[config.mk]
export PLATFORM = sky130hd
export DESIGN_NAME = ahb_result_master_flat
export DESIGN_NICKNAME = d
export VERILOG_FILES = /design/src/rtl/ahb_pkg.sv /design/src/rtl/ahb_result_master_if.sv /design/src/rtl/ahb_result_master.sv /design/src/flat_wrapper.sv
export SDC_FILE = /design/constraint.sdc
export NUM_CORES = 1
export LEC_CHECK = 0
export ABC_AREA = 0
export CAP_MARGIN = 20
export CORE_MARGIN = 2
export CORE_UTILIZATION = 30
export DETAILED_ROUTE_END_ITERATION = 10
export PLACE_DENSITY = 0.71
export REMOVE_ABC_BUFFERS = 1
export SYNTH_ARGS = -nofsm -noshare
export SYNTH_HDL_FRONTEND = slang
export SYNTH_SLANG_ARGS = --single-unit
[constraint.sdc]
create_clock -name clk -period 2 [get_ports clk]
set_input_delay 0.6 -clock clk [delete_from_list [all_inputs] [get_ports clk]]
set_output_delay 0.6 -clock clk [all_outputs]
set_load 0.01 [all_outputs]
[src/rtl/ahb_pkg.sv]
// ahb_pkg: shared AHB-Lite encodings, display-slave register offsets and the
// result-master FSM state type.
// Optional feature macro ASL_READBACK_EN adds the read-back states RB_A/RB_D.
package ahb_pkg;

    localparam logic [1:0]  HTRANS_IDLE   = 2'b00;
    localparam logic [1:0]  HTRANS_NSEQ   = 2'b10;
    localparam logic [1:0]  HTRANS_SEQ    = 2'b11;
    localparam logic [2:0]  HSIZE_WORD    = 3'b010;
    localparam logic [2:0]  HBURST_SINGLE = 3'b000;
    localparam logic [3:0]  HPROT_DATA    = 4'b0011;

    // Seven-segment display slave registers, relative to its base address
    localparam logic [31:0] SSD_DATA_OFS  = 32'h0000_0000;
    localparam logic [31:0] SSD_DONE_OFS  = 32'h0000_0004;

    typedef enum logic [2:0] {
        ST_IDLE = 3'd0,
        ST_A0   = 3'd1,
        ST_D0A1 = 3'd2,
        ST_D1   = 3'd3
`ifdef ASL_READBACK_EN
        ,
        ST_RB_A = 3'd4,
        ST_RB_D = 3'd5
`endif
    } mst_state_e;

endpackage

[src/rtl/ahb_result_master_if.sv]
// ahb_result_master_if: classifier result handshake plus AHB-Lite master bus.
//   res_valid_i/res_class_i/res_ready_o : result handshake (5-bit class index)
//   ahb_m_*_o                           : AHB-Lite address/control/write data
//   ahb_m_hrdata_i/hready_i/hresp_i     : AHB-Lite slave response
// Modport master is the result master's view, slave the opposite side.
interface ahb_result_master_if;

    logic        res_valid_i;
    logic [4:0]  res_class_i;
    logic        res_ready_o;

    logic [31:0] ahb_m_haddr_o;
    logic        ahb_m_hwrite_o;
    logic [2:0]  ahb_m_hsize_o;
    logic [2:0]  ahb_m_hburst_o;
    logic [3:0]  ahb_m_hprot_o;
    logic [1:0]  ahb_m_htrans_o;
    logic        ahb_m_hmastlock_o;
    logic [31:0] ahb_m_hwdata_o;

    logic [31:0] ahb_m_hrdata_i;
    logic        ahb_m_hready_i;
    logic        ahb_m_hresp_i;

    modport master (
        input  res_valid_i, res_class_i,
        output res_ready_o,
        output ahb_m_haddr_o, ahb_m_hwrite_o, ahb_m_hsize_o, ahb_m_hburst_o,
        output ahb_m_hprot_o, ahb_m_htrans_o, ahb_m_hmastlock_o, ahb_m_hwdata_o,
        input  ahb_m_hrdata_i, ahb_m_hready_i, ahb_m_hresp_i
    );

    modport slave (
        output res_valid_i, res_class_i,
        input  res_ready_o,
        input  ahb_m_haddr_o, ahb_m_hwrite_o, ahb_m_hsize_o, ahb_m_hburst_o,
        input  ahb_m_hprot_o, ahb_m_htrans_o, ahb_m_hmastlock_o, ahb_m_hwdata_o,
        output ahb_m_hrdata_i, ahb_m_hready_i, ahb_m_hresp_i
    );

endinterface

[src/rtl/ahb_result_master.sv]
// ahb_result_master: takes one classifier result at a time and reports it to
// the display slave as two AHB-Lite single writes: class to BASE_ADDR, then
// 0x1 to BASE_ADDR+4 (done). The second address phase overlaps the first
// data phase.
//   clk, rst      : clock, asynchronous active-high reset
//   bus (master)  : result handshake + AHB-Lite master
//   busy_o        : a sequence is in flight
//   err_o         : sticky, set by an error response (or read-back mismatch)
//   done_cnt_o    : completed sequences, wraps at 2^CNT_W
// Macro ASL_READBACK_EN: after the done write, read BASE_ADDR back and flag
// err_o if the low five bits differ from the class written.
//
// state | meaning
// IDLE  | ready for a result, bus idle
// A0    | address phase of the class write
// D0A1  | class write data phase + address phase of the done write
// D1    | done write data phase
// RB_A  | read-back address phase (ASL_READBACK_EN only)
// RB_D  | read-back data phase, compare (ASL_READBACK_EN only)
module ahb_result_master
    import ahb_pkg::*;
#(
    parameter logic [31:0] BASE_ADDR = 32'hC000_0000,
    parameter int          CNT_W     = 16
) (
    input  logic             clk,
    input  logic             rst,
    ahb_result_master_if.master bus,
    output logic             busy_o,
    output logic             err_o,
    output logic [CNT_W-1:0] done_cnt_o
);

    mst_state_e       state_q, state_d;
    logic [31:0]      haddr_q, haddr_d;
    logic [31:0]      hwdata_q, hwdata_d;
    logic [1:0]       htrans_q, htrans_d;
    logic             hwrite_q, hwrite_d;
    logic             ready_q, ready_d;
    logic             err_q, err_d;
    logic [4:0]       class_q, class_d;
    logic [CNT_W-1:0] cnt_q, cnt_d;

    always_comb begin
        state_d = state_q;
        class_d = class_q;
        err_d   = err_q;
        cnt_d   = cnt_q;

        case (state_q)
            ST_IDLE: begin
                if (bus.res_valid_i && ready_q) begin
                    class_d = bus.res_class_i;
                    state_d = ST_A0;
                end
            end
            ST_A0: begin
                if (bus.ahb_m_hready_i) state_d = ST_D0A1;
            end
            ST_D0A1: begin
                if (bus.ahb_m_hresp_i)  err_d   = 1'b1;
                if (bus.ahb_m_hready_i) state_d = ST_D1;
            end
            ST_D1: begin
                if (bus.ahb_m_hresp_i) err_d = 1'b1;
                if (bus.ahb_m_hready_i) begin
                    cnt_d = cnt_q + 1'b1;
`ifdef ASL_READBACK_EN
                    state_d = ST_RB_A;
`else
                    state_d = ST_IDLE;
`endif
                end
            end
`ifdef ASL_READBACK_EN
            ST_RB_A: begin
                if (bus.ahb_m_hready_i) state_d = ST_RB_D;
            end
            ST_RB_D: begin
                if (bus.ahb_m_hresp_i) err_d = 1'b1;
                if (bus.ahb_m_hready_i) begin
                    if (bus.ahb_m_hrdata_i[4:0] != class_q) err_d = 1'b1;
                    state_d = ST_IDLE;
                end
            end
`endif
            default: state_d = ST_IDLE;
        endcase

        // Bus outputs are registered, so they are decoded from the next state.
        // Any state that waits on hready re-decodes to the same values, which
        // keeps the bus stable through wait states.
        ready_d  = 1'b0;
        htrans_d = HTRANS_IDLE;
        haddr_d  = '0;
        hwrite_d = 1'b0;
        hwdata_d = '0;
        case (state_d)
            ST_IDLE: ready_d = 1'b1;
            ST_A0: begin
                htrans_d = HTRANS_NSEQ;
                haddr_d  = BASE_ADDR + SSD_DATA_OFS;
                hwrite_d = 1'b1;
            end
            ST_D0A1: begin
                htrans_d = HTRANS_NSEQ;
                haddr_d  = BASE_ADDR + SSD_DONE_OFS;
                hwrite_d = 1'b1;
                hwdata_d = {27'd0, class_d};
            end
            ST_D1: begin
                haddr_d  = BASE_ADDR + SSD_DONE_OFS;
                hwrite_d = 1'b1;
                hwdata_d = 32'h0000_0001;
            end
`ifdef ASL_READBACK_EN
            ST_RB_A: begin
                htrans_d = HTRANS_NSEQ;
                haddr_d  = BASE_ADDR + SSD_DATA_OFS;
            end
            ST_RB_D: begin
                haddr_d  = BASE_ADDR + SSD_DATA_OFS;
            end
`endif
            default: ;
        endcase
    end

    always_ff @(posedge clk or posedge rst) begin
        if (rst) begin
            state_q  <= ST_IDLE;
            haddr_q  <= '0;
            hwdata_q <= '0;
            htrans_q <= HTRANS_IDLE;
            hwrite_q <= 1'b0;
            ready_q  <= 1'b0;
            err_q    <= 1'b0;
            class_q  <= '0;
            cnt_q    <= '0;
        end else begin
            state_q  <= state_d;
            haddr_q  <= haddr_d;
            hwdata_q <= hwdata_d;
            htrans_q <= htrans_d;
            hwrite_q <= hwrite_d;
            ready_q  <= ready_d;
            err_q    <= err_d;
            class_q  <= class_d;
            cnt_q    <= cnt_d;
        end
    end

    assign bus.res_ready_o       = ready_q;
    assign bus.ahb_m_haddr_o     = haddr_q;
    assign bus.ahb_m_hwrite_o    = hwrite_q;
    assign bus.ahb_m_htrans_o    = htrans_q;
    assign bus.ahb_m_hwdata_o    = hwdata_q;
    assign bus.ahb_m_hsize_o     = HSIZE_WORD;
    assign bus.ahb_m_hburst_o    = HBURST_SINGLE;
    assign bus.ahb_m_hprot_o     = HPROT_DATA;
    assign bus.ahb_m_hmastlock_o = 1'b0;

    assign busy_o     = (state_q != ST_IDLE);
    assign err_o      = err_q;
    assign done_cnt_o = cnt_q;

endmodule

[src/flat_wrapper.sv]
// flat-port wrapper written by rule: the top's interface ports become plain ports
module ahb_result_master_flat import ahb_pkg::*;
#(
    parameter logic [31:0] BASE_ADDR = 32'hC000_0000,
    parameter int          CNT_W     = 16
)
  (clk, rst, busy_o, err_o, done_cnt_o, bus_res_valid_i, bus_res_class_i, bus_res_ready_o, bus_ahb_m_haddr_o, bus_ahb_m_hwrite_o, bus_ahb_m_hsize_o, bus_ahb_m_hburst_o, bus_ahb_m_hprot_o, bus_ahb_m_htrans_o, bus_ahb_m_hmastlock_o, bus_ahb_m_hwdata_o, bus_ahb_m_hrdata_i, bus_ahb_m_hready_i, bus_ahb_m_hresp_i);
  ahb_result_master_if bus_i ();
  input  logic clk;
  input  logic rst;
  output logic busy_o;
  output logic err_o;
  output logic [CNT_W-1:0] done_cnt_o;
  input wire logic [$bits(bus_i.res_valid_i)-1:0] bus_res_valid_i;
  input wire logic [$bits(bus_i.res_class_i)-1:0] bus_res_class_i;
  output wire logic [$bits(bus_i.res_ready_o)-1:0] bus_res_ready_o;
  output wire logic [$bits(bus_i.ahb_m_haddr_o)-1:0] bus_ahb_m_haddr_o;
  output wire logic [$bits(bus_i.ahb_m_hwrite_o)-1:0] bus_ahb_m_hwrite_o;
  output wire logic [$bits(bus_i.ahb_m_hsize_o)-1:0] bus_ahb_m_hsize_o;
  output wire logic [$bits(bus_i.ahb_m_hburst_o)-1:0] bus_ahb_m_hburst_o;
  output wire logic [$bits(bus_i.ahb_m_hprot_o)-1:0] bus_ahb_m_hprot_o;
  output wire logic [$bits(bus_i.ahb_m_htrans_o)-1:0] bus_ahb_m_htrans_o;
  output wire logic [$bits(bus_i.ahb_m_hmastlock_o)-1:0] bus_ahb_m_hmastlock_o;
  output wire logic [$bits(bus_i.ahb_m_hwdata_o)-1:0] bus_ahb_m_hwdata_o;
  input wire logic [$bits(bus_i.ahb_m_hrdata_i)-1:0] bus_ahb_m_hrdata_i;
  input wire logic [$bits(bus_i.ahb_m_hready_i)-1:0] bus_ahb_m_hready_i;
  input wire logic [$bits(bus_i.ahb_m_hresp_i)-1:0] bus_ahb_m_hresp_i;
  assign bus_i.res_valid_i = bus_res_valid_i;
  assign bus_i.res_class_i = bus_res_class_i;
  assign bus_res_ready_o = bus_i.res_ready_o;
  assign bus_ahb_m_haddr_o = bus_i.ahb_m_haddr_o;
  assign bus_ahb_m_hwrite_o = bus_i.ahb_m_hwrite_o;
  assign bus_ahb_m_hsize_o = bus_i.ahb_m_hsize_o;
  assign bus_ahb_m_hburst_o = bus_i.ahb_m_hburst_o;
  assign bus_ahb_m_hprot_o = bus_i.ahb_m_hprot_o;
  assign bus_ahb_m_htrans_o = bus_i.ahb_m_htrans_o;
  assign bus_ahb_m_hmastlock_o = bus_i.ahb_m_hmastlock_o;
  assign bus_ahb_m_hwdata_o = bus_i.ahb_m_hwdata_o;
  assign bus_i.ahb_m_hrdata_i = bus_ahb_m_hrdata_i;
  assign bus_i.ahb_m_hready_i = bus_ahb_m_hready_i;
  assign bus_i.ahb_m_hresp_i = bus_ahb_m_hresp_i;
  ahb_result_master #(.BASE_ADDR(BASE_ADDR), .CNT_W(CNT_W)) u_core (.clk(clk), .rst(rst), .bus(bus_i), .busy_o(busy_o), .err_o(err_o), .done_cnt_o(done_cnt_o));
endmodule
* Word-level counts from Yosys, hierarchy flattened
Cells that the tools add are included.
** Operators by class
- Multiplexer cells :: 12
- Reduce and logical (&&, ||, !) cells :: 10
- Eq/ne operators :: 6
- Add/sub/neg operators :: 1
** Operators by type and width (number)
- $pmux 32 s2 :: 1
- $add 16x1->16 const B :: 1
- $eq 3x2->1 const B :: 4
- $mux 3 :: 4
- $pmux 3 s4 :: 1
- $mux 5 :: 2
- $pmux 5 s2 :: 1
- $eq 3x1->1 const B :: 2
- $logic_not 3->1 :: 2
- $reduce_or 2->1 :: 3
- $reduce_and 2->1 :: 2
- $reduce_bool 3->1 :: 1
- $reduce_or 3->1 :: 1
- $mux 1 :: 2
- $mux 2 :: 1
- $logic_and 1x1->1 :: 1
** Storage, ports and cells
- Flip-flop bits (word level) :: 66
- Input bits :: 42
- Logic and storage cells :: 38

* Depth between registers and ports, before layout
Gate-level depths: netlist of run 1.
- Depth in word-level cells :: 6
- Depth in mapped cells :: 5
- Gate-level depth less buffers :: 5

* Worst setup path after synthesis of run 1
OpenSTA, ideal clock, no wires.
- Kind :: reg-to-reg
- Start point :: register u_core.state_q[2]
- End point :: register u_core.hwdata_q[0], in the netlist u_core.bus.ahb_m_hwdata_o[0]
- Arrival :: 1.474 ns
- Buffers on the path :: 0
- Stages on the path, launching flop included :: 5
- Slack :: 0.407 ns
- Library setup time :: 0.119 ns
- Data required time :: 1.881 ns
- Path through :: dfrtp_1 > or3_4 > nor2_8 > mux2_4 > o21a_1
** On the way
- Elaborated cells on any way between the ends :: 13
- Those cells by class :: eq/ne (5); mux (7); reduce/logical (1)
** RTL lines
- start, declared :: line ahb_result_master.sv:34 : mst_state_e state_q, state_d;
- start signal, assigned :: line ahb_result_master.sv:141 : state_q <= state_d;
- $logic_not 3->1 :: line ahb_result_master.sv:50 : case (state_q)
- $mux 5 :: line ahb_result_master.sv:50
- via u_core.class_d[0] :: line ahb_result_master.sv:41 : logic [4:0] class_q, class_d;
- $pmux 5 s2 :: line ahb_result_master.sv:98 : case (state_d)
- via u_core.hwdata_d[0] :: line ahb_result_master.sv:36 : logic [31:0] hwdata_q, hwdata_d;
- end signal, assigned :: line ahb_result_master.sv:143 : hwdata_q <= hwdata_d;
- end, declared :: line ahb_result_master.sv:36
The timed path passes the listed nets, and every way through them passes these cells.
A chain may end at the register's enable or synchronous reset.

* Worst setup path in the final report of run 1
- Start point :: register u_core.cnt_q[2], in the netlist u_core.done_cnt_o[2]
- End point :: output done_cnt_o[2]
** RTL lines
- start, declared :: line ahb_result_master.sv:42 : logic [CNT_W-1:0] cnt_q, cnt_d;
- start signal, assigned :: line ahb_result_master.sv:149 : cnt_q <= cnt_d;
- end, declared :: line flat_wrapper.sv:13 : output logic [CNT_W-1:0] done_cnt_o;
No word-level cell between the ends.

==> PnR_summary.wiki, run 1 <==
{| class="wikitable"
! Metric !! Value
|-
| Most repeated cell in the gate-level netlist after synthesis || sky130_fd_sc_hd__buf_4
|-
| Worst path bufs/invs || 1
|-
| Core occupancy in the finished layout || 36.5%
|-
| Layout overhead on the synthesized area || 16.9%
|-
| Register-to-register setup slack || 0.42 ns
|-
| Top cells by area, synth || sky130_fd_sc_hd__dfrtp_1 (44%), sky130_fd_sc_hd__buf_4 (26%), sky130_fd_sc_hd__xnor2_1 (5.3%)
|-
| Top flip-flop cell by instance count after synthesis || sky130_fd_sc_hd__dfrtp_1
|-
| Yosys warns || 0
|-
| Post-route minimum period || 1.94 ns
|-
| Global-route wire length before repair || 4640 µm
|-
| Async SR Flop Fraction || 100%
|-
| Final Setup Violations || 0
|-
| Simple-gate portion of the synthesized area || 13.4%
|-
| Area enclosed by the die boundary || 7270 µm²
|-
| Fraction of the mapped netlist area in compound gates || 2.84%
|-
| Maximum clock frequency || 514 MHz
|-
| Remaining Overflow, GRT || 0
|-
| Main combinational cell family by area after synthesis || buffers and inverters
|-
| NumNets Final || 273
|-
| Die Y-Extent || 85.3 µm
|-
| Total routing resource utilization after global routing || 8.03%
|-
| Post-route design area || 2320 µm²
|-
| Syn Area/Cell || 10.9 µm²
|-
| Arrival time of the worst setup path || 1.34 ns
|-
| Delay contributed by the slowest stage of the critical path || 0.58 ns
|-
| Power density of the placed cells || 710 nW/µm²
|-
| Number of cell instances on the worst register-to-register path || 4
|-
| Post-CTS repair timing setup buffer count || 0
|-
| Peak ir drop on the vdd network || 0.000409 V
|-
| Number of max-cap violations || 0
|-
| Count of final max-slew check failures || 0
|-
| Post-synthesis mux area share || 4.36%
|-
| Mapped Cells || 181
|-
| Sequential cell area fraction in the yosys report || 44.2%
|-
| Floorplan die width || 85.3 µm
|-
| Part of the cycle the worst path needs || 97.2%
|-
| Outcome || completed
|-
| Area fraction of the dominant cell type after synthesis || 44.2%
|-
| Largest delay share family, worst path || buffers and inverters
|-
| Average wire per standard cell || 9.69 µm
|-
| Vias in the first global route || 1025
|-
| H-tree levels || 2
|-
| Classification of the worst-slack hold path || reg2reg
|-
| Clock tree from TritonCTS || done
|-
| Leading area contributor after synthesis || sky130_fd_sc_hd__dfrtp_1
|-
| Critical Path Fanout Max || 5
|-
| Worst setup path class || reg2out
|-
| First drt pass iteration count || 2
|-
| Root cell of the clock tree || sky130_fd_sc_hd__clkbuf_8
|-
| Synthesized flop and latch total || 35
|-
| Launch point of the worst reg-to-reg path || u_core.state_q[0]
|-
| Synthesized-area fraction occupied by xor and xnor cells || 7.08%
|-
| Starting DRT DRC Count || 31
|-
| Number of enable-type register cells in the synthesized netlist || 0
|-
| Antenna diode instance count || 0
|-
| Core region area || 6350 µm²
|-
| Insertion delay to the later sink of the worst-skew pair || 0.28 ns
|-
| Vias post-DR || 1145
|-
| Post-detailed-route DRC marker count || 0
|-
| Number of top-level pins || 139
|-
| Total number of clock tree sinks || 35
|-
| Ratio of routed vias to standard cells || 3.72
|-
| Leakage component of the power || 1.17 nW
|-
| Crit path launch type || register
|-
| Count of nets left with antenna violations after detail routing || 0
|-
| DP Area || 2230 µm²
|-
| Synth cell count leaders || sky130_fd_sc_hd__buf_4 (69), sky130_fd_sc_hd__dfrtp_1 (35), sky130_fd_sc_hd__xnor2_1 (12)
|-
| Buffers added on ports || 38
|-
| RSZ-0062 raised after global routing || false
|-
| Sequence of cells on the critical path || clkdlybuf4s50_1
|-
| Routed wire length || 2980 µm
|-
| Endpoint of the worst setup timing path || done_cnt_o[2]
|-
| Layout cell share with drive strength beyond 1 || 11.7%
|-
| Path length in cells of the critical path || 1
|-
| Cell area after synthesis || 1980 µm²
|-
| Final GP Congestion || 0.741
|-
| Final hold vios || 0
|-
| Origin of the worst setup path || u_core.done_cnt_o[2]
|-
| Floorplan row count || 29
|-
| Initial core utilization || 31.2%
|-
| Pin count of the biggest net entering global routing || 36
|-
| Number of antenna violations at the first check in global routing || 0
|-
| Endpoint of the lowest-slack register-to-register path || u_core.bus.ahb_m_hwdata_o[0]
|-
| Bufs on Longest Clock Path || 2
|-
| Number of distinct library cells after synthesis || 32
|-
| Adder-cell share of the synthesized area || 0.632%
|-
| Worst path required time || 1.40 ns
|-
| Critical path endpoint category || output port
|-
| Hpwl dp || 2350 µm
|-
| Total clock buffers created by CTS || 5
|-
| Worst-case clock skew || 0.00308 ns
|-
| Library cell contributing the largest single delay on the critical path || sky130_fd_sc_hd__clkdlybuf4s50_1
|-
| Post-CTS clock slew at the launch and capture registers of the worst setup and hold paths || 0.07 ns
|}
==> repair_timing <==
item	in CTS	in global routing
resized for setup	1	1
pin swaps	0	0
hold buffers	0	0
setup endpoints to repair	1	1
==> cells by family (layout without fill, tap and decap cells) <==
logic type               after synthesis  count (layout)
buffers and inverters                 72              55
flip-flops                            35              35
XOR/XNOR                              16              16
other                                  2              69
AND/OR/NAND/NOR                       40              40
adder cells (fa/ha/maj)                1               1
AO/OA/AOI/OAI                          9               9
multiplexers                           6               6
==> stage by stage <==
stage               hold slack [ns]  setup slack, ns  setup TNS, ns  power [mW]  cells
floorplan                     0.465            0.407              0        1.04    178
global placement              0.437          -0.0626         -0.290        1.18    300
detailed placement            0.450          -0.0742         -0.294        1.19    300
CTS                           0.462          0.00278              0        1.68    308
global route                  0.493           0.0248              0        1.74    308
finish                        0.456           0.0552              0        1.65    308
==> cells in the final DEF (no fill, tap or decap) <==
master                            count
sky130_fd_sc_hd__ha_1                 1
sky130_fd_sc_hd__and4_1               1
sky130_fd_sc_hd__or3_4                1
sky130_fd_sc_hd__nor2_1               8
sky130_fd_sc_hd__and2b_1              4
sky130_fd_sc_hd__xor2_1               4
sky130_fd_sc_hd__and3_4               1
sky130_fd_sc_hd__nand3_1              3
sky130_fd_sc_hd__dfrtp_1             35
sky130_fd_sc_hd__a21oi_1              1
sky130_fd_sc_hd__xnor2_1             12
sky130_fd_sc_hd__nand4_1              5
sky130_fd_sc_hd__clkinv_2             3
sky130_fd_sc_hd__inv_2                1
sky130_fd_sc_hd__nand2_1              6
sky130_fd_sc_hd__mux2_4               5
sky130_fd_sc_hd__nand2b_1             2
sky130_fd_sc_hd__conb_1              69
sky130_fd_sc_hd__and3_1               3
sky130_fd_sc_hd__clkdlybuf4s50_1     37
sky130_fd_sc_hd__nor2_8               1
sky130_fd_sc_hd__mux2_1               1
sky130_fd_sc_hd__o21bai_2             1
sky130_fd_sc_hd__nand4_4              1
sky130_fd_sc_hd__nand3b_1             1
sky130_fd_sc_hd__clkbuf_8             5
sky130_fd_sc_hd__a21o_1               1
sky130_fd_sc_hd__and2b_2              1
sky130_fd_sc_hd__clkdlybuf4s15_1      1
sky130_fd_sc_hd__inv_1                1
sky130_fd_sc_hd__buf_4                7
sky130_fd_sc_hd__o21a_1               1
sky130_fd_sc_hd__o21ai_0              5
sky130_fd_sc_hd__and2_1               1
sky130_fd_sc_hd__and4b_1              1
==> metal layers <==
metal / vias to the layer above / global-route usage [%] / wire, µm
met5: - / 0 / 0
met4: 0 / 4.76 / 71
met3: 7 / 2.53 / 290
met2: 60 / 12.8 / 1470
met1: 535 / 9.48 / 1150
li1: 543 / - / -
==> final cells by class <==
| class | count | area [µm²] |
|---|---|---|
| Timing Repair Buffer | 45 | 433 |
| Multi-Input combinational cell | 141 | 820 |
| Inverter | 2 | 7.51 |
| Clock inverter | 3 | 15.0 |
| Tap cell | 77 | 96.3 |
| Clock buffer | 5 | 68.8 |
| Fill cell | 632 | 4030 |
| Sequential cell | 35 | 876 |
==> sequential cells by signal, indices dropped and copies added (netlist names) <==
name	cells
u_core.done_cnt_o	16
u_core.bus.ahb_m_hwdata_o	5
u_core.class_q	5
u_core.state_q	3
u_core.bus.ahb_m_haddr_o	2
u_core.bus.ahb_m_htrans_o	1
u_core.bus.ahb_m_hwrite_o	1
u_core.bus.res_ready_o	1
u_core.err_o	1
==> worst min-delay path by stage <==
| stage | startpoint | end | slack (ns) | depth (start not counted) |
|---|---|---|---|---|
| floorplan | u_core.class_q[1] | u_core.class_q[1] | 0.46 | 1 |
| global placement | u_core.err_o | u_core.err_o | 0.44 | 1 |
| detailed placement | u_core.err_o | u_core.err_o | 0.45 | 1 |
| CTS | u_core.err_o | u_core.err_o | 0.46 | 1 |
| global route | u_core.err_o | u_core.err_o | 0.49 | 1 |
| finish | u_core.err_o | u_core.err_o | 0.46 | 1 |
==> power by group <==
| group | switching, mW | total [mW] | internal (mW) |
|---|---|---|---|
| combinational | 0.176 | 0.352 | 0.176 |
| sequential | 0.0344 | 0.819 | 0.784 |
| clock | 0.236 | 0.474 | 0.238 |
(Power assumes the default switching activity.)
==> run 2: changes to the inputs <==
- REMOVE_ABC_BUFFERS: 1 -> unset
==> run 2 against run 1 <==
Setup slack improved by 0.015 ns; fmax rose by 0.76%; final area fell by 0.54%; combinational power hardly changed; sequential power hardly changed; register-to-register slack lost 0.11 ns; largest power group unchanged.
==> PnR_summary.wiki, run 2 (synthesis results as in run 1) <==
{| class="wikitable"
! Metric !! Value
|-
| Final hold vios || 0 (unchanged)
|-
| Seq pwr share || 50.6% (+0.8 points)
|-
| Clock tree from TritonCTS || done
|-
| Total routing resource utilization after global routing || 8.43% (+0.40 points)
|-
| Die Y-Extent || 85.3 µm (unchanged)
|-
| Layout cell share with drive strength beyond 1 || 10.5% (-1.2 points)
|-
| Most common cell after layout, fill and taps aside || sky130_fd_sc_hd__conb_1
|-
| Depth of the worst hold-timing path || 1 (unchanged)
|-
| Share of total power in the clock network || 27.9% (-0.9 points)
|-
| Total number of clock tree sinks || 35 (unchanged)
|-
| Number of antenna violations at the first check in global routing || 0 (unchanged)
|-
| Total power draw || 1.62 mW (-1.5%)
|-
| Layout overhead on the synthesized area || 16.3%
|-
| Count of final max-slew check failures || 0 (unchanged)
|-
| Routed wire length || 3060 µm (+2.4%)
|-
| Count of nets left with antenna violations after detail routing || 0 (unchanged)
|-
| Buffers added on ports || 38 (unchanged)
|-
| Hold Crit Start || u_core.err_o
|-
| Maximum clock frequency || 518 MHz (+0.76%)
|-
| Largest register FFs || 16 (unchanged)
|-
| Pin count of the biggest net entering global routing || 36 (unchanged)
|-
| Reg area || 876 µm² (unchanged)
|-
| Worst-case clock skew || 0.00331 ns (+0.000230 ns)
|-
| Floorplan die width || 85.3 µm (unchanged)
|-
| Ratio of routed vias to standard cells || 3.70 (-0.49%)
|-
| Critical path endpoint category || output port
|-
| Worst setup path class || reg2out
|-
| Number of top-level pins || 139 (unchanged)
|-
| Post-route design area || 2300 µm² (-0.54%)
|-
| Bufs on Longest Clock Path || 2 (unchanged)
|-
| Total internal power || 1.19 mW (-0.69%)
|-
| Sw Share || 26.6% (-0.59 points)
|-
| Post-CTS clock slew at the launch and capture registers of the worst setup and hold paths || 0.06 ns (about the same)
|-
| Peak ir drop on the vdd network || 0.000398 V (-2.6%)
|-
| Starting DRT DRC Count || 14 (-55%)
|-
| Sw Pwr || 0.431 mW (-3.6%)
|-
| RSZ-0062 raised after global routing || false
|-
| Average wire per standard cell || 9.99 µm (+3.1%)
|-
| Final Setup Violations || 0 (unchanged)
|-
| Number of cell instances on the worst register-to-register path || 5 (+1)
|-
| Leakage component of the power || 1.16 nW (-0.96%)
|-
| Power density of the placed cells || 704 nW/µm² (-0.95%)
|-
| Launch point of the worst reg-to-reg path || u_core.state_q[0]
|-
| Critical Path Fanout Max || 2 (-3)
|-
| Global-route wire length before repair || 4770 µm (+2.7%)
|-
| Worst path required time || 1.40 ns (about the same)
|-
| Remaining Overflow, GRT || 0 (unchanged)
|-
| Register-to-register setup slack || 0.31 ns (-0.11 ns)
|-
| Root cell of the clock tree || sky130_fd_sc_hd__clkbuf_8
|-
| Hpwl dp || 2340 µm (-0.42%)
|-
| First drt pass iteration count || 3 (+1)
|-
| Initial core utilization || 31.2% (unchanged)
|-
| Floorplan row count || 29 (unchanged)
|-
| Antenna diode instance count || 0 (unchanged)
|-
| Classification of the worst-slack hold path || reg2reg
|-
| Total clock buffers created by CTS || 5 (unchanged)
|-
| Core region area || 6350 µm² (unchanged)
|-
| Number of max-cap violations || 0 (unchanged)
|-
| Worst hold path endpoint || u_core.err_o
|-
| Area of combinational cells with multiple inputs || 820 µm² (unchanged)
|-
| Outcome || completed
|-
| Post-detailed-route DRC marker count || 0 (unchanged)
|-
| DP Area || 2220 µm² (-0.34%)
|-
| Fillcell total || 643 (+1.7%)
|-
| Area enclosed by the die boundary || 7270 µm² (unchanged)
|-
| Top library cells by usage in the layout, fill and taps aside || sky130_fd_sc_hd__conb_1 (69), sky130_fd_sc_hd__clkdlybuf4s50_1 (37), sky130_fd_sc_hd__dfrtp_1 (35)
|-
| Fraction of power consumed by combinational cells || 21.5% (about the same)
|-
| Number of buffers added to fix hold violations after cts || 0 (unchanged)
|-
| H-tree levels || 2 (unchanged)
|-
| Part of the cycle the worst path needs || 96.5% (-0.73 points)
|-
| Post-route minimum period || 1.93 ns (-0.0147 ns)
|-
| Insertion delay to the later sink of the worst-skew pair || 0.27 ns (about the same)
|-
| Vias post-DR || 1132 (-1.1%)
|-
| Vias in the first global route || 999 (-2.5%)
|-
| Crit path launch type || register
|-
| Final GP Congestion || 0.703 (-5.1%)
|-
| Endpoint of the lowest-slack register-to-register path || u_core.bus.ahb_m_hwdata_o[0]
|-
| Arrival time of the worst setup path || 1.33 ns (about the same)
|-
| NumNets Final || 273 (unchanged)
|}
[run 2: cell types whose count changed in the layout (fill, tap and decap cells not counted), sizes merged]
cell           before  now
dlygate4sd2         0    1
clkdlybuf4s15       1    0
clkinv              3    0
clkbuf              5    6
[run 2: power groups by stage]
stage	Sequential (mW)	Combinational [mW]	Clock [mW]
global route	0.827	0.386	0.507
CTS	0.822	0.350	0.476
finish	0.820	0.349	0.451
global placement	0.833	0.347	0
floorplan	0.850	0.291	0
detailed placement	0.835	0.350	0
[run 2: worst max path at each step]
stage                               startpoint                           end  slack, ns  cells past startpoint
final                        u_core.state_q[0]                        busy_o       0.07                      2
after global routing      u_core.done_cnt_o[2]                 done_cnt_o[2]      0.006                      1
after CTS                    u_core.state_q[0]                        busy_o      0.001                      2
after detailed placement    bus_ahb_m_hready_i          u_core.done_cnt_o[1]       -0.1                      4
after global placement      bus_ahb_m_hready_i          u_core.done_cnt_o[9]      -0.07                      5
after floorplan              u_core.state_q[2]  u_core.bus.ahb_m_hwdata_o[0]       0.41                      4
[run 2: layer usage]
layer / track usage, % / vias to the layer above / wire, µm
met5: 0 / - / 0
met4: 3.03 / 0 / 14
met3: 3.21 / 2 / 262
met2: 13.5 / 57 / 1520
met1: 10.4 / 531 / 1260
li1: - / 542 / -
[run 2: critical path, cell delays in order, from the launching register on]
cell                            delay, ns
sky130_fd_sc_hd__dfrtp_1             0.38
sky130_fd_sc_hd__or3_4               0.39
sky130_fd_sc_hd__dlygate4sd2_1       0.29
[run 2: metrics by stage]
stage          TNS, ns  utilization (%)  hold WS (ns)  cells  setup slack (ns)
2_1_floorplan        0                -         0.465    248             0.407
3_3_place_gp    -0.449             35.0         0.442    299           -0.0694
3_5_place_dp    -0.662             35.0         0.447    299           -0.0953
4_1_cts              0             36.2         0.462    305           0.00122
5_1_grt              0             36.3         0.484    306           0.00582
6_report             0             36.3         0.461    306            0.0699
[run 2: cell type report]
| cell class | count | share of cell area [%] |
|---|---|---|
| Inverter | 2 | 0.326 |
| Timing Repair Buffer | 45 | 18.7 |
| Tap cell | 77 | 4.18 |
| Sequential cell | 35 | 38.0 |
| Clock buffer | 6 | 3.15 |
| Multi-Input combinational cell | 141 | 35.6 |
[run 2: timing repair]
action	in CTS	in global routing
resized for setup	1	0
setup buffers	0	1
endpoints found under the setup margin	1	1
==> edit 1, RTL diff (config.mk and constraints of run 1) <==
`CNT_W` is set to 16 in 2 places; all go to 32.
--- a/src/rtl/ahb_result_master.sv
+++ b/src/rtl/ahb_result_master.sv
@@ -21,7 +21,7 @@
     import ahb_pkg::*;
 #(
     parameter logic [31:0] BASE_ADDR = 32'hC000_0000,
-    parameter int          CNT_W     = 16
+    parameter int          CNT_W     = 32
 ) (
     input  logic             clk,
     input  logic             rst,
--- a/src/flat_wrapper.sv
+++ b/src/flat_wrapper.sv
@@ -2,7 +2,7 @@
 module ahb_result_master_flat import ahb_pkg::*;
 #(
     parameter logic [31:0] BASE_ADDR = 32'hC000_0000,
-    parameter int          CNT_W     = 16
+    parameter int          CNT_W     = 32
 )
   (clk, rst, busy_o, err_o, done_cnt_o, bus_res_valid_i, bus_res_class_i, bus_res_ready_o, bus_ahb_m_haddr_o, bus_ahb_m_hwrite_o, bus_ahb_m_hsize_o, bus_ahb_m_hburst_o, bus_ahb_m_hprot_o, bus_ahb_m_htrans_o, bus_ahb_m_hmastlock_o, bus_ahb_m_hwdata_o, bus_ahb_m_hrdata_i, bus_ahb_m_hready_i, bus_ahb_m_hresp_i);
   ahb_result_master_if bus_i ();
Ports: changed (resized done_cnt_o); port bits go from 139 to 155. No check against the original RTL was run, so the function may have changed too.
==> edit 1 against run 1 <==
Wire length is 73% higher. Clock skew rose by 0.0025 ns. Critical path depth grew 1. Sequential cell count is 16 higher. Synthesized area rose by 41%. Worst setup slack gained 0.014 ns. Fmax is 0.74% higher. Design area rose by 48%. Register-to-register slack worse by 0.14 ns. Total power up 33%. Non-clock buffer count increased by 31.
==> edit 1: results <==
group,metric,value,unit
layout,n_fill_cell,933,
worst_setup_path,slowest_delay,0.53,ns
logic_synthesis,synth-compound-area-share,0.0229,
power,leakage,1.68,nW
layout,n_clock_buffer,6,
global_route,grt_util_met3,0.0279,
global_route,grt_pass1_wl,8500,µm
layout,inv_count,8,
worst_setup_path,r2r_end,"u_core.done_cnt_o[31]",
place,port_buffers,54,
clock_network,clkTransAtPathRegs,0.09,ns
logic_synthesis,synthXorXnorAreaFrac,0.101,
logic_synthesis,yosys.cell_types.count,37,
layout,multi_input_gates,201,
layout,buf_share,0.209,
sta,fin_skew,0.00557,ns
routing,wl_met1,2210,µm
place,gp_congestion,0.797,
routing,firstDrtPassIters,4,
layout,design.seq.count,51,
clock_network,root_buffer,"clkbuf_8",
clock_network,cts-resized-gates,6,
place,detailed_place_hpwl,4020,µm
logic_synthesis,synth_commonest_cells,"70 x buf_4, 51 x dfrtp_1, 21 x xnor2_1",
layout,multi_input_area,1190,µm²
layout,n_all_buffers,76,
worst_setup_path,rr_worst_depth,6,
layout,largest_reg_flops,32,
layout,seqCellArea,1280,µm²
layout,clkCellAreaFrac,0.0212,
layout,finalInstanceArea,3430,µm²
power,vdd_drop_max,381,µV
outcome,outcome,"completed",
routing,wirelength,5170,µm
worst_setup_path,cp_data_arrival_time,1.33,ns
global_route,first_global_vias,1806,
power,p_sw_frac,0.272,
routing,met2_length,2600,µm
worst_setup_path,r2r-start,"u_core.done_cnt_o[12]",
global_route,use_met1,0.133,
routing,viasPerCell,4.04,
floorplan,core-area,9110,µm²
routing,drt_iter0_markers,71,
worst_hold_path,hp-start,"u_core.done_cnt_o[31]",
power,seq_power_share,0.539,
layout,layout-drive-gt1-share,0.140,
layout,nets,386,
worst_setup_path,regToRegSetupSlack,0.28,ns
logic_synthesis,seq_area_frac_synth,0.458,
routing,route.met3.wl,361,µm
place,placement.cell_area,3350,µm²
routing,top_layer_used,"met3",
worst_hold_path,min_delay_worst_endpoint,"u_core.done_cnt_o[31]",
global_route,grt_max_degree,52,
clock_network,cts_buffers,5,
==> edit 1: stage by stage <==
step / instances / hold slack, ns / power (mW) / setup WS (ns) / TNS, ns
6_report: 453 / 0.481 / 2.19 / 0.0695 / 0
5_1_grt: 453 / 0.499 / 2.32 / 0.00681 / 0
4_1_cts: 453 / 0.486 / 2.23 / 0.0114 / 0
3_3_place_gp: 447 / 0.464 / 1.65 / -0.428 / -5.41
3_5_place_dp: 447 / 0.463 / 1.66 / -0.434 / -6.41
2_1_floorplan: 260 / 0.466 / 1.44 / 0.170 / 0
==> edit 1: worst max-delay path by stage <==
stage,start,endpoint,cells after the start
floorplan,rst,u_core.bus.ahb_m_haddr_o[2],1
global placement,bus_ahb_m_hready_i,u_core.done_cnt_o[31],6
detailed placement,bus_ahb_m_hready_i,u_core.done_cnt_o[31],6
CTS,u_core.done_cnt_o[18],done_cnt_o[18],1
global route,u_core.done_cnt_o[14],done_cnt_o[14],1
finish,u_core.done_cnt_o[8],done_cnt_o[8],2
==> edit 2, RTL diff (flow settings as in run 1) <==
Made on the original files. Make the reset (`rst`) synchronous in one clocked block. Comments in the files are not updated.
--- a/src/rtl/ahb_result_master.sv
+++ b/src/rtl/ahb_result_master.sv
@@ -126,7 +126,7 @@
         endcase
     end
 
-    always_ff @(posedge clk or posedge rst) begin
+    always_ff @(posedge clk) begin
         if (rst) begin
             state_q  <= ST_IDLE;
             haddr_q  <= '0;
Formal check against the unedited RTL: differs if rst is asserted again (counterexample within 4 cycles, from zero or initial values and one cycle with rst high); with rst held inactive, the same outputs for 10 cycles.
==> edit 2 against run 1 <==
First-iteration DRC count grew 81%. Highest routed layer unchanged. Worst setup slack improved by 0.010 ns. Non-clock buffer count is 5 higher. Synthesized area fell by 2.8%. Sequential share of layout area decreased by 6.7 points. Register-to-register slack got worse by 0.21 ns. Worst hold slack better by 0.035 ns. Sequential cell count is the same. Wire length grew 15%. Design area shrank 2.4%. Clock skew increased by 0.0020 ns. Via count up 22%.
Power is not compared: it rests on default switching activity, and its combinational part moved more than twofold at a synthesized area within 25%.
==> edit 2: results <==
group,metric,value,unit
power,leakage,0.967,nW
logic_synthesis,synth_warnings,0,
place,detailed_place_hpwl,2680,µm
logic_synthesis,synth_ff_type,"dfxtp_1",
worst_setup_path,rr_worst_depth,5,
layout,largest_reg_flops,16,
outcome,outcome,"completed",
place,port_buffers,38,
worst_setup_path,cpMaxStageDelayCell,"clkdlybuf4s50_1",
routing,post_drt_wl_per_cell,9.85,µm
clock_network,clk-insertion-delay-late,0.29,ns
logic_synthesis,seq_area_frac_synth,0.364,
routing,route.met3.wl,268,µm
layout,antenna_cells,0,
global_route,track_usage,0.0984,
routing,drt_iter0_markers,56,
worst_setup_path,crit_start,"u_core.done_cnt_o[6]",
worst_setup_path,cp_data_arrival_time,1.33,ns
worst_hold_path,hp-class,"flop to flop",
worst_setup_path,r2r-start,"u_core.state_q[0]",
global_route,met2_usage,0.164,
logic_synthesis,async_flop_share,0,
routing,top_layer_used,"met4",
routing,viasPerCell,4.00,
worst_setup_path,r2r_end,"u_core.done_cnt_o[15]",
sta,fin_skew,0.00511,ns
power,vdd_drop_max,326,µV
worst_setup_path,regToRegSetupSlack,0.21,ns
logic_synthesis,synth_commonest_cells,"71 x buf_4, 35 x dfxtp_1, 25 x nor2_1",
routing,firstDrtPassIters,4,
logic_synthesis,synth_edf_count,0,
place,placement.cell_area,2180,µm²
place,gp_congestion,0.781,
worst_setup_path,crit_fanout,7,
global_route,grt_util_met3,0.0336,
layout,nets,313,
layout,layout-drive-gt1-share,0.0849,
worst_hold_path,hp-start,"u_core.class_q[1]",
global_route,grt_max_degree,17,
worst_hold_path,min_delay_worst_endpoint,"u_core.class_q[1]",
global_route,grt_pass1_wl,5610,µm
routing,wl_met1,1390,µm
sta,finalHoldViolCount,0,
logic_synthesis,yosys-top-cells-area,"dfxtp_1 36%, buf_4 28%, nor2_1 4.9%, xnor2_1 3.2%, mux2i_1 3.1%",
worst_setup_path,endpoint,"done_cnt_o[6]",
layout,n_fill_cell,652,
routing,met2_length,1710,µm
global_route,use_met1,0.114,
clock_network,root_buffer,"clkbuf_8",
global_route,first_global_vias,1246,
worst_hold_path,hold_depth,2,
[edit 2: cell count changes after synthesis, sizes merged, moves of 6 or more]
cell | before | now
a21oi | 1 | 8
dfxtp | 0 | 35
mux2i | 0 | 6
mux2 | 6 | 0
nor2 | 9 | 25
dfrtp | 35 | 0
[edit 2: per-stage QoR]
| step | setup TNS, ns | hold slack, ns | setup slack [ns] | cells |
|---|---|---|---|---|
| after floorplan | 0 | 0.456 | 0.103 | 213 |
| final | 0 | 0.491 | 0.0653 | 348 |
| after CTS | 0 | 0.496 | 0.0276 | 348 |
| after detailed placement | -1.90 | 0.478 | -0.385 | 340 |
| after global placement | -1.77 | 0.456 | -0.373 | 340 |
| after global routing | 0 | 0.518 | 0.000175 | 348 |
[edit 2: power groups by stage]
stage | sequential, mW | combinational (mW) | clock, mW
after floorplan | 0.733 | 0.0810 | 0
after global placement | 0.728 | 0.142 | 0
after detailed placement | 0.729 | 0.143 | 0
after CTS | 0.713 | 0.142 | 0.508
after global routing | 0.714 | 0.156 | 0.544
final | 0.713 | 0.143 | 0.492
[edit 2: repair_timing]
action / CTS / global route
setup endpoints to repair: 3 / 3
gates resized for setup: 2 / 2
hold buffers: 0 / 0
[edit 2: final cells by class]
class / instances / area [µm²] / share of cell area
well taps: 77 / 96.3 / 0.0426
clock buffers: 7 / 76.3 / 0.0338
clock inverters: 1 / 5.00 / 0.00221
inverters: 3 / 11.3 / 0.00498
flip-flops and latches: 35 / 703 / 0.311
multi-input cells: 175 / 901 / 0.398
repair buffers: 50 / 468 / 0.207
[edit 2: kinds of logic after synthesis]
logic type / share of synthesized area
simple gates: 0.185
other cells: 0.00390
flops: 0.364
mux: 0.0312
fa+ha+maj: 0.00650
compound gates: 0.0565
xor+xnor: 0.0546
buf+inv: 0.299
